`src/rtl/digtube_scan_ctrl.sv`:
```
// rtl/digtube_scan_ctrl.sv - multiplexed 7-segment scan controller with frame-synchronised updates
// Optional leading-zero blanking enabled by defining DIGTUBE_LZB_EN.
module digtube_scan_ctrl #(
  parameter int NUM_DIGITS     = 8,
  parameter int SCAN_DIV       = 20000,
  parameter int SEG_ACTIVE_LOW = 1
) (
  input  logic                    clk,
  input  logic                    rst,
  input  logic                    wr_en,
  input  logic [4*NUM_DIGITS-1:0] wr_data,
  input  logic [NUM_DIGITS-1:0]   wr_dp,
  output logic                    upd_pend,
  output logic                    frame_done,
  output logic [NUM_DIGITS-1:0]   led_en,
  output logic                    led_ca,
  output logic                    led_cb,
  output logic                    led_cc,
  output logic                    led_cd,
  output logic                    led_ce,
  output logic                    led_cf,
  output logic                    led_cg,
  output logic                    led_dp
);

  localparam int CW = $clog2(SCAN_DIV);
  localparam int IW = (NUM_DIGITS > 1) ? $clog2(NUM_DIGITS) : 1;
  localparam int DW = 4 * NUM_DIGITS;
  localparam logic [CW-1:0]         CNT_TOP = CW'(SCAN_DIV - 1);
  localparam logic [IW-1:0]         IDX_TOP = IW'(NUM_DIGITS - 1);
  localparam logic                  SEG_INV = (SEG_ACTIVE_LOW != 0);
  localparam logic [NUM_DIGITS-1:0] EN_RST  = ~(NUM_DIGITS'(1) << (NUM_DIGITS - 1));

  logic [CW-1:0]         cnt;
  logic [IW-1:0]         idx;
  logic [IW-1:0]         idx_next;
  logic [DW-1:0]         disp_data, disp_data_nxt, pend_data;
  logic [NUM_DIGITS-1:0] disp_dp, disp_dp_nxt, pend_dp;
  logic [6:0]            seg_q;
  logic [6:0]            seg_lit;
  logic [3:0]            nib;
  logic                  tick, boundary, blank;

  // Glyph bits ordered a..g, MSB = a, 1 = lit.
  function automatic logic [6:0] glyph(input logic [3:0] h);
    case (h)
      4'h0: glyph = 7'b1111110;
      4'h1: glyph = 7'b0110000;
      4'h2: glyph = 7'b1101101;
      4'h3: glyph = 7'b1111001;
      4'h4: glyph = 7'b0110011;
      4'h5: glyph = 7'b1011011;
      4'h6: glyph = 7'b1011111;
      4'h7: glyph = 7'b1110000;
      4'h8: glyph = 7'b1111111;
      4'h9: glyph = 7'b1110011;
      4'hA: glyph = 7'b1110111;
      4'hB: glyph = 7'b0011111;
      4'hC: glyph = 7'b0001101;
      4'hD: glyph = 7'b0111101;
      4'hE: glyph = 7'b1001111;
      default: glyph = 7'b1000111;
    endcase
  endfunction

  assign tick     = (cnt == CNT_TOP);
  assign boundary = tick && (idx == '0);

  always_comb begin
    idx_next = idx;
    if (tick) idx_next = (idx == '0) ? IDX_TOP : idx - 1'b1;
  end

  // The display register only moves at a frame boundary; a write on that
  // exact cycle bypasses the pending register and wins over it.
  always_comb begin
    disp_data_nxt = disp_data;
    disp_dp_nxt   = disp_dp;
    if (boundary && wr_en) begin
      disp_data_nxt = wr_data;
      disp_dp_nxt   = wr_dp;
    end else if (boundary && upd_pend) begin
      disp_data_nxt = pend_data;
      disp_dp_nxt   = pend_dp;
    end
  end

  assign nib = disp_data_nxt[{idx_next, 2'b00} +: 4];

`ifdef DIGTUBE_LZB_EN
  logic [NUM_DIGITS-1:0] lead_zero;
  always_comb begin
    logic z;
    z = 1'b1;
    lead_zero = '0;
    for (int i = NUM_DIGITS - 1; i >= 0; i--) begin
      z = z & (disp_data_nxt[4*i +: 4] == 4'h0);
      lead_zero[i] = z;
    end
  end
  assign blank = (idx_next != '0) && lead_zero[idx_next];
`else
  assign blank = 1'b0;
`endif

  assign seg_lit = blank ? 7'b0000000 : glyph(nib);

  always_ff @(posedge clk or posedge rst) begin
    if (rst) begin
      cnt        <= '0;
      idx        <= IDX_TOP;
      disp_data  <= '0;
      disp_dp    <= '0;
      pend_data  <= '0;
      pend_dp    <= '0;
      upd_pend   <= 1'b0;
      frame_done <= 1'b0;
      led_en     <= EN_RST;
      seg_q      <= {7{SEG_INV}};
      led_dp     <= SEG_INV;
    end else begin
      cnt        <= tick ? '0 : cnt + 1'b1;
      idx        <= idx_next;
      disp_data  <= disp_data_nxt;
      disp_dp    <= disp_dp_nxt;
      frame_done <= boundary && (wr_en || upd_pend);
      if (boundary) begin
        upd_pend <= 1'b0;
      end else if (wr_en) begin
        pend_data <= wr_data;
        pend_dp   <= wr_dp;
        upd_pend  <= 1'b1;
      end
      // Enable, segments and dp all switch on the same edge to avoid ghosting.
      if (tick) begin
        led_en <= ~(NUM_DIGITS'(1) << idx_next);
        seg_q  <= {7{SEG_INV}} ^ seg_lit;
        led_dp <= SEG_INV ^ disp_dp_nxt[idx_next];
      end
    end
  end

  assign led_ca = seg_q[6];
  assign led_cb = seg_q[5];
  assign led_cc = seg_q[4];
  assign led_cd = seg_q[3];
  assign led_ce = seg_q[2];
  assign led_cf = seg_q[1];
  assign led_cg = seg_q[0];

endmodule

```
`config.mk`:
```
export PLATFORM = sky130hd
export DESIGN_NAME = digtube_scan_ctrl
export DESIGN_NICKNAME = d
export VERILOG_FILES = /design/src/rtl/digtube_scan_ctrl.sv
export SDC_FILE = /design/constraint.sdc
export NUM_CORES = 1
export LEC_CHECK = 0
export CAP_MARGIN = 20
export CORE_MARGIN = 1
export CORE_UTILIZATION = 59
export CTS_CLUSTER_SIZE = 24
export DETAILED_ROUTE_END_ITERATION = 12
export GPL_TIMING_DRIVEN = 0
export PLACE_DENSITY = 0.82
export SKIP_CTS_REPAIR_TIMING = 1
export SYNTH_ARGS = -nofsm -noshare
export SYNTH_HDL_FRONTEND = slang
export SYNTH_SLANG_ARGS = --single-unit
```
`constraint.sdc`:
```
create_clock -name clk -period 9.1 [get_ports clk]
set_clock_uncertainty 0.1 [all_clocks]
set_input_delay 1.82 -clock clk [delete_from_list [all_inputs] [get_ports clk]]
set_output_delay 1.82 -clock clk [all_outputs]
set_load 0.1 [all_outputs]
```
==> results of run 1 <==
## synth_stat cells (4+ instances only)
cell	instances	area [um^2]
dfrtp_1	98	2450
mux2_2	49	552
nand2_1	47	176
nand3_1	39	195
nor2_1	39	146
a32oi_1	24	210
mux2i_1	20	200
dfstp_2	18	473
a21oi_1	17	85.1
clkbuf_1	16	60.1
buf_6	10	113
o22a_1	10	87.6
o21a_1	9	67.6
a32o_1	8	80.1
and2_1	8	50.1
ha_1	8	100
inv_1	8	30.0
nor2b_1	8	50.1
xnor2_1	7	61.3
a221o_2	5	56.3
xor2_1	5	43.8
a221o_1	4	40.0
a31oi_1	4	25.0
## path summary, 6_finish.rpt
path	end	cells past startpoint	from	slack, ns
max	seg_q[3]	13	wr_en	4.16
min	disp_data[6]	2	disp_data[6]	0.40
max reg2reg	seg_q[3]	14	cnt[5]	4.76
min reg2reg	disp_data[6]	2	disp_data[6]	0.40
max in group asynchronous	seg_q[1]	3	rst	6.51
min in group asynchronous	pend_dp[0]	2	rst	1.63
## area by class of cell
cell class	instances	area [um^2]	area share, %
plain buffers	35	238	3.29
multi-input cells	364	2710	37.5
clock buffers	26	488	6.75
clock inverters	6	30.0	0.416
repair buffers	60	618	8.56
inverters	11	46.3	0.641
well taps	133	166	2.30
flip-flops and latches	116	2930	40.5
## per-layer routing
layer | GRT usage [%] | up-vias
met1 | 36.5 | 2320
met3 | 7.66 | 26
met5 | 0 | -
met2 | 49.3 | 183
li1 | - | 2099
met4 | 12.5 | 0
## registers in the layout, indices dropped and copies added (netlist names)
name and flops:
cnt 15, disp_dp 8, disp_data 32, led_dp 1, upd_pend 1, frame_done 1
seg_q 7, pend_dp 8, idx 3, pend_data 32, led_en 8
## kinds of logic (layout without fill, tap and decap cells)
family / Yosys count / in the layout / synth area share [%]
buffers and inverters: 46 / 138 / 4.76
adder cells (fa/ha/maj): 8 / 8 / 1.69
AND/OR/NAND/NOR: 167 / 167 / 14.3
multiplexers: 71 / 71 / 13.1
XOR/XNOR: 12 / 12 / 1.78
flip-flops: 116 / 116 / 49.4
AO/OA/AOI/OAI: 106 / 106 / 14.9
## worst max-delay path, delay by kind of cell
| kind | cells | cell delay, ns |
|---|---|---|
| AO/OA/AOI/OAI | 5 | 1.02 |
| adder cells (fa/ha/maj) | 1 | 0.42 |
| buffers and inverters | 3 | 1.17 |
| multiplexers | 1 | 0.17 |
| AND/OR/NAND/NOR | 3 | 0.67 |
## power by group
| group | switching [mW] | total, mW | internal [mW] |
|---|---|---|---|
| Clock | 0.216 | 0.576 | 0.360 |
| Combinational | 0.0407 | 0.0832 | 0.0425 |
| Sequential | 0.0117 | 0.551 | 0.539 |
## per-stage QoR
stage                     worst slack [ns]  area [um^2]  std cells  hold WS, ns
after detailed placement              3.76         6710        719        0.387
after floorplan                       4.14         5920        526        0.350
final                                 4.16         7220        751        0.398
after global placement                2.54         6680        718        0.365
after global routing                  3.98         7220        751        0.423
after CTS                             4.28         7220        751        0.397
==> results.sh, run 1 <==
export IMPL_maxCapViolCount=0
export IMPL_synth_edf_count=0
export IMPL_final_util_pct=74.3
export IMPL_layout_common_cells="dfrtp_1, clkdlybuf4s50_1, mux2_2"
export IMPL_p_leak_nw=3.04
export IMPL_grt_pass1_wl_um=22900
export IMPL_path_class="input pin to flip-flop"
export IMPL_grt_setup_unrepaired="no"
export IMPL_wirelength_um=14200
export IMPL_async_reset_ff_share_pct=100
export IMPL_ir_worst_vdd_mv=0.117
export IMPL_start_util_pct=60.8
export IMPL_fmax_mhz=203
export IMPL_clockBufferDepth=2
export IMPL_antenna_diode_count=0
export IMPL_fp_dieH_um=102
export IMPL_mostFrequentLayoutCell="dfrtp_1"
export IMPL_syn_nets=577
export IMPL_fill_cells=652
export IMPL_grt_pass1_vias=4647
export IMPL_synth_ff_type="dfrtp_1"
export IMPL_postSynthAreaPerCell_um2=11.3
export IMPL_dr_wl_met2_um=7170
export IMPL_worstMarginPinSlew_ns=0.985
export IMPL_drt_wirelength_per_cell_um=19.0
export IMPL_hpwl_um=9620
export IMPL_status="completed"
export IMPL_clkSinkCount=116
export IMPL_cp_end_kind="flip-flop"
export IMPL_numCtsBuffers=17
export IMPL_critPathRequiredTime_ns=9.45
export IMPL_cpMaxStageDelayCell="nor2_1"
export IMPL_syn_inst=526
export IMPL_grt_use_total_pct=29.5
export IMPL_syn_to_final_growth_pct=22.0
export IMPL_slew_viol_final=0
export IMPL_nets=656
export IMPL_top_layer="met4"
export IMPL_wl_met1_um=5920
export IMPL_period_share_pct=54.2
export IMPL_power_density_mw_per_mm2=167
export IMPL_crit_fanout=10
export IMPL_cp_arrival_ns=5.29
export IMPL_io_pins=61
export IMPL_grt_ovfl_total=0
export IMPL_fin_tns_setup_ns=0
export IMPL_setup_viol=0
export IMPL_cts_tree="done"
export IMPL_vias=4628
export IMPL_slew_headroom_pct=34.1
export IMPL_dieWidth_um=102
export IMPL_crit_path_start_kind="input pin"
export IMPL_drive_above_1_share_pct=22.7
export IMPL_htreeDepth=4
export IMPL_syn_area_mm2=0.00592
export IMPL_grt_max_degree=74
export IMPL_yosysWarnings=0
export IMPL_cpPeakStageDelay_ns=0.47
export IMPL_wl_met3_um=884
export IMPL_crit_chain="clkbuf_1 -> nor2_1 -> clkbuf_1 -> clkbuf_1 -> a32oi_1 -> nand2_1 -> mux2_2 -> o22ai_1 -> a221o_1 -> ha_1 -> nor2_1 -> a221oi_1 -> a2bb2oi_1"
export IMPL_drc=0
export IMPL_antenna_left=0
export IMPL_dieArea_mm2=0.0104
export IMPL_clockRootBuffer="clkbuf_8"
export IMPL_clk_latency_ns=0.53
export IMPL_rows=36
export IMPL_gp_congestion=0.905
export IMPL_hold_viol=0
export IMPL_io_buffers=59
export IMPL_fin_crit_ns=4.94
export IMPL_first_pass_iters=6
export IMPL_synth_cell_types=66
export IMPL_cpMostUsedCell="clkbuf_1"
export IMPL_vias_per_cell=6.16
export IMPL_synth_seq_area_share_pct=49.4
export IMPL_drt_iter0_drc=253
export IMPL_clkSlewWorstSetupHoldPaths_ns=0.05
export IMPL_core_mm2=0.00973
export IMPL_synth_seq_cells=116
export IMPL_antenna_found_initial=0
export IMPL_min_path_type="flip-flop to flip-flop"
export IMPL_power_mw=1.21
(Power assumes the default switching activity.)
==> run 2, diff against run 1 <==
CORE_UTILIZATION = 57   (was 59)
PLACE_DENSITY = 0.8   (was 0.82)
clock period = 4.57 ns   (was 9.1 ns; I/O delays follow)
==> results.sh, run 2 (synthesis results as in run 1) <==
export IMPL_path_class="flip-flop to flip-flop"
export IMPL_antenna_found_initial=0
export IMPL_dr_wl_met2_um=7110
export IMPL_dpl_cell_area_mm2=0.00671
export IMPL_fmax_mhz=241
export IMPL_wl_met3_um=863
export IMPL_holdWs_ns=0.378
export IMPL_reg2reg_to="seg_q[3]"
export IMPL_status="completed"
export IMPL_gp_congestion=0.880
export IMPL_crit_fanout=10
export IMPL_finalNonFillerCells=753
export IMPL_mostFrequentLayoutCell="dfrtp_1"
export IMPL_wl_met1_um=6100
export IMPL_antenna_diode_count=0
export IMPL_hpwl_um=9730
export IMPL_critPathRequiredTime_ns=4.92
export IMPL_grt_setup_unrepaired="no"
export IMPL_fill_cells=698
export IMPL_crit_end="seg_q[3]"
export IMPL_rows=36
export IMPL_period_share_pct=90.8
export IMPL_wirelength_um=14500
export IMPL_slew_headroom_pct=34.3
export IMPL_vias_per_cell=6.18
export IMPL_nets=658
export IMPL_worstMarginPinSlew_ns=0.982
export IMPL_r2r_start="cnt[0]"
export IMPL_drc=0
export IMPL_cp_end_kind="flip-flop"
export IMPL_top_layer="met4"
export IMPL_cp_arrival_ns=4.50
export IMPL_fin_area_mm2=0.00727
export IMPL_io_pins=61
export IMPL_crit_path_start_kind="flip-flop"
export IMPL_p_leak_nw=3.06
export IMPL_first_pass_iters=5
export IMPL_numCtsBuffers=17
export IMPL_grt_max_degree=63
export IMPL_min_path_type="flip-flop to flip-flop"
export IMPL_clockBufferDepth=2
export IMPL_r2r_slack_ns=0.42
export IMPL_grt_pass1_vias=4888
export IMPL_r2r_cells=15
export IMPL_syn_to_final_growth_pct=22.7
export IMPL_ir_worst_vdd_mv=0.245
export IMPL_slew_viol_final=0
export IMPL_dieArea_mm2=0.0108
export IMPL_drive_above_1_share_pct=22.9
export IMPL_clockRootBuffer="clkbuf_8"
export IMPL_grt_use_total_pct=28.7
export IMPL_hold_viol=0
export IMPL_fin_crit_ns=4.15
export IMPL_fp_dieH_um=104
export IMPL_fin_tns_setup_ns=0
export IMPL_clkSlewWorstSetupHoldPaths_ns=0.05
export IMPL_layout_common_cells="dfrtp_1, clkdlybuf4s50_1, mux2_2"
export IMPL_drt_wirelength_per_cell_um=19.2
export IMPL_setup_viol=0
export IMPL_dieWidth_um=104
export IMPL_start_util_pct=59.7
export IMPL_dp_cells=719
export IMPL_maxCapViolCount=0
export IMPL_io_buffers=59
export IMPL_core_mm2=0.00991
export IMPL_clkSinkCount=116
export IMPL_htreeDepth=4
export IMPL_drt_iter0_drc=322
export IMPL_cts_tree="done"
export IMPL_reg_top3="disp_data (32), pend_data (32), cnt (15)"
export IMPL_antenna_left=0
export IMPL_grt_ovfl_total=0
export IMPL_final_util_pct=73.3
export IMPL_power_density_mw_per_mm2=339
export IMPL_vias=4654
export IMPL_grt_pass1_wl_um=24100
export IMPL_crit_start="cnt[0]"
export IMPL_clk_latency_ns=0.52
==> run 2: cell count changes in the layout (fill, tap and decap cells not counted) <==
cell and delta:
clkbuf_8 +3, buf_4 +2, clkinv_2 -3
==> run 2: report_power, final <==
part           internal (mW)  total, mW  switching [mW]  leakage [nW]
Sequential              1.07       1.10          0.0229          1.35
Combinational         0.0847      0.168          0.0830          1.44
Clock                  0.765       1.20           0.434         0.272
==> run 2: area by class of cell <==
type	count	area (um^2)	area share, %
repair buffers	62	633	8.71
multi-input cells	364	2710	37.3
plain buffers	35	238	3.27
clock buffers	29	529	7.28
well taps	133	166	2.29
inverters	11	46.3	0.637
flip-flops and latches	116	2930	40.3
clock inverters	3	15.0	0.207
==> run 2: worst max-delay path: stages (launching register included) <==
cell	delay (ns)
dfrtp_1	0.38
ha_1	0.23
nand4_1	0.37
nor4_4	0.45
buf_4	0.19
buf_6	0.14
buf_4	0.20
buf_2	0.22
a32oi_1	0.12
nand2_1	0.12
mux2i_1	0.10
a221o_1	0.50
ha_1	0.41
nor2_1	0.07
a221oi_1	0.27
a2bb2oi_1	0.18
==> run 2: worst min-delay path by stage <==
stage               startpoint     end  depth (start not counted)
floorplan               cnt[0]  cnt[0]                          1
global placement        led_dp  led_dp                          2
detailed placement      cnt[0]  cnt[0]                          1
CTS                     cnt[0]  cnt[0]                          1
global route            cnt[0]  cnt[0]                          1
finish                  cnt[0]  cnt[0]                          1
==> run 2: per-stage QoR <==
step | total power [mW] | setup WS [ns]
final | 2.46 | 0.421
after CTS | 2.48 | 0.259
after global routing | 2.54 | 0.170
after global placement | 1.27 | -1.10
after floorplan | 1.20 | 0.513
after detailed placement | 1.28 | 0.0236
==> run 2: metal layers <==
layer	GRT usage [%]	up-vias
li1	-	2115
met1	36.2	2316
met2	47.2	189
met3	6.64	34
met4	13.0	0
met5	0	-
==> run 3, diff against run 2 <==
ABC_AREA = 1   (was default)
==> results.sh, run 3 <==
export IMPL_status="completed"
export IMPL_min_path_type="flip-flop to flip-flop"
export IMPL_dp_cells=958
export IMPL_intPower_mw=1.89
export IMPL_syn_inst=761
export IMPL_p_leak_nw=3.67
export IMPL_drt_wirelength_per_cell_um=15.9
export IMPL_vias=5442
export IMPL_io_buffers=60
export IMPL_crit_chain="inv_1 -> ha_1 -> inv_1 -> nor2_1 -> nand4_1 -> inv_1 -> buf_2 -> buf_2 -> nand2_1 -> nand3_1 -> nand3_1 -> nand2_2 -> inv_2 -> nand2_4 -> nand2_4 -> ha_1 -> inv_1 -> nand3_1 -> nand3_1 -> nand3_1 -> nand2_1"
export IMPL_postSynthAreaPerCell_um2=7.93
export IMPL_antenna_left=0
export IMPL_fp_dieH_um=105
export IMPL_worstMarginPinSlew_ns=0.995
export IMPL_grt_setup_unrepaired="no"
export IMPL_path_class="flip-flop to flip-flop"
export IMPL_critPathRequiredTime_ns=4.92
export IMPL_drc=0
export IMPL_rows=37
export IMPL_fin_area_mm2=0.00736
export IMPL_antenna_diode_count=0
export IMPL_cpPeakStageDelay_ns=0.43
export IMPL_p_switching_mw=0.563
export IMPL_cp_arrival_ns=3.85
export IMPL_drive_above_1_share_pct=14.6
export IMPL_synth_edf_count=0
export IMPL_yosysMostFrequentCell="nand2_1"
export IMPL_ir_worst_vdd_mv=0.225
export IMPL_fill_cells=813
export IMPL_nets=892
export IMPL_setup_viol=0
export IMPL_first_pass_iters=7
export IMPL_synth_cell_types=40
export IMPL_ys_top_cells_by_count="nand2_1, dfrtp_1, inv_1"
export IMPL_slew_viol_final=0
export IMPL_numCtsBuffers=17
export IMPL_layout_common_cells="nand2_1, dfrtp_1, inv_1"
export IMPL_fmax_mhz=286
export IMPL_period_share_pct=76.6
export IMPL_dieArea_mm2=0.0110
export IMPL_clockBufferDepth=2
export IMPL_antenna_found_initial=0
export IMPL_crit_path_start_kind="flip-flop"
export IMPL_cpMaxStageDelayCell="nor2_1"
export IMPL_clkSinkCount=116
export IMPL_grt_pass1_vias=5530
export IMPL_reg_top3="disp_data (32), pend_data (32), cnt (15)"
export IMPL_pwr_share_seq_pct=44.8
export IMPL_start_util_pct=58.7
export IMPL_clk_latency_ns=0.52
export IMPL_vias_per_cell=5.50
export IMPL_slew_headroom_pct=33.5
export IMPL_htreeDepth=4
export IMPL_maxCapViolCount=0
export IMPL_syn_nets=812
export IMPL_combPwrFrac_pct=7.3
export IMPL_hold_viol=0
export IMPL_wirelength_um=15700
export IMPL_synth_seq_area_share_pct=48.5
export IMPL_hpwl_um=10700
export IMPL_core_mm2=0.0103
export IMPL_pwr_share_clk_pct=47.9
export IMPL_grt_ovfl_total=0
export IMPL_clockRootBuffer="clkbuf_8"
export IMPL_crit_fanout=10
export IMPL_switching_share_pct=23.0
export IMPL_synth_seq_cells=116
export IMPL_mostFrequentLayoutCell="nand2_1"
export IMPL_cp_num_buf_inv=7
export IMPL_async_reset_ff_share_pct=100
export IMPL_grt_pass1_wl_um=26500
export IMPL_yosys_area_top_type="dfrtp_1"
export IMPL_dpl_cell_area_mm2=0.00683
export IMPL_drt_iter0_drc=455
export IMPL_grt_max_degree=64
export IMPL_clkSlewWorstSetupHoldPaths_ns=0.06
export IMPL_cts_tree="done"
export IMPL_yosys_area_top_type_share_pct=40.7
export IMPL_dieWidth_um=105
export IMPL_finalNonFillerCells=990
export IMPL_io_pins=61
export IMPL_yosysWarnings=0
export IMPL_gp_congestion=0.866
export IMPL_power_mw=2.45
export IMPL_syn_to_final_growth_pct=22.0
export IMPL_synthTopCellsByArea="dfrtp_1, nand2_1, dfstp_2, nand3_1, inv_1"
export IMPL_synth_ff_type="dfrtp_1"
export IMPL_finalWorstSetupSlack_ns=1.07
export IMPL_grt_use_total_pct=31.1
export IMPL_syn_area_mm2=0.00603
export IMPL_power_density_mw_per_mm2=333
export IMPL_fin_crit_ns=3.50
export IMPL_critPathTopFamily="simple AND/OR/NAND/NOR gates"
export IMPL_cp_end_kind="flip-flop"
export IMPL_cpMostUsedCell="nand3_1"
export IMPL_place_ws_ns=0.982
run 3: cell types whose count changed after synthesis, sizes merged, moves of 24 or more:
cell   before  now
a32oi      24    0
nand3      39   83
o21ai       6   46
nand2      47  229
inv        11  108
mux2       51    8
nor2       41   67
run 3: layer usage:
metal  GRT usage [%]  routed length (um)
met3            6.74                1100
met1            40.0                6520
met2            51.2                7730
met5               0                   0
met4            12.7                 398
run 3: through the flow:
| step | utilization, % | setup TNS [ns] | hold WS (ns) |
|---|---|---|---|
| after floorplan | - | 0 | 0.333 |
| after global placement | 66.2 | -105.57 | 0.347 |
| after detailed placement | 66.5 | 0 | 0.360 |
| after CTS | 71.6 | 0 | 0.369 |
| after global routing | 71.6 | 0 | 0.381 |
| final | 71.6 | 0 | 0.369 |
run 3: kinds of logic after synthesis:
family	synth area share (%)
xor+xnor	0.290
compound gates	7.26
buf+inv	9.25
mux	1.49
flops	48.5
simple gates	31.5
fa+ha+maj	1.66
run 3: worst paths after layout:
path | startpoint | to | slack, ns | cells past startpoint
max | idx[0] | seg_q[3] | 1.07 | 21
min | cnt[0] | cnt[0] | 0.37 | 1
max reg2reg | idx[0] | seg_q[3] | 1.07 | 21
min reg2reg | cnt[0] | cnt[0] | 0.37 | 1
max in group asynchronous | rst | seg_q[0] | 2.78 | 3
min in group asynchronous | rst | disp_data[27] | 0.77 | 2
run 3: final cells by class:
type,instances,area (um^2),share of cell area [%]
sequential,116,2930,39.7
multi-input combinational,508,2550,34.6
timing repair buffer,61,628,8.53
clock buffer,27,502,6.82
inverter,109,412,5.59
tap,136,170,2.31
buffer,28,149,2.02
clock inverter,5,25.0,0.340
run 3: power groups by stage:
stage	registers (mW)	logic (mW)	clock network [mW]
detailed placement	1.11	0.176	0
global placement	1.11	0.165	0
finish	1.10	0.178	1.17
floorplan	1.11	0.102	0
CTS	1.10	0.177	1.18
global route	1.10	0.199	1.23
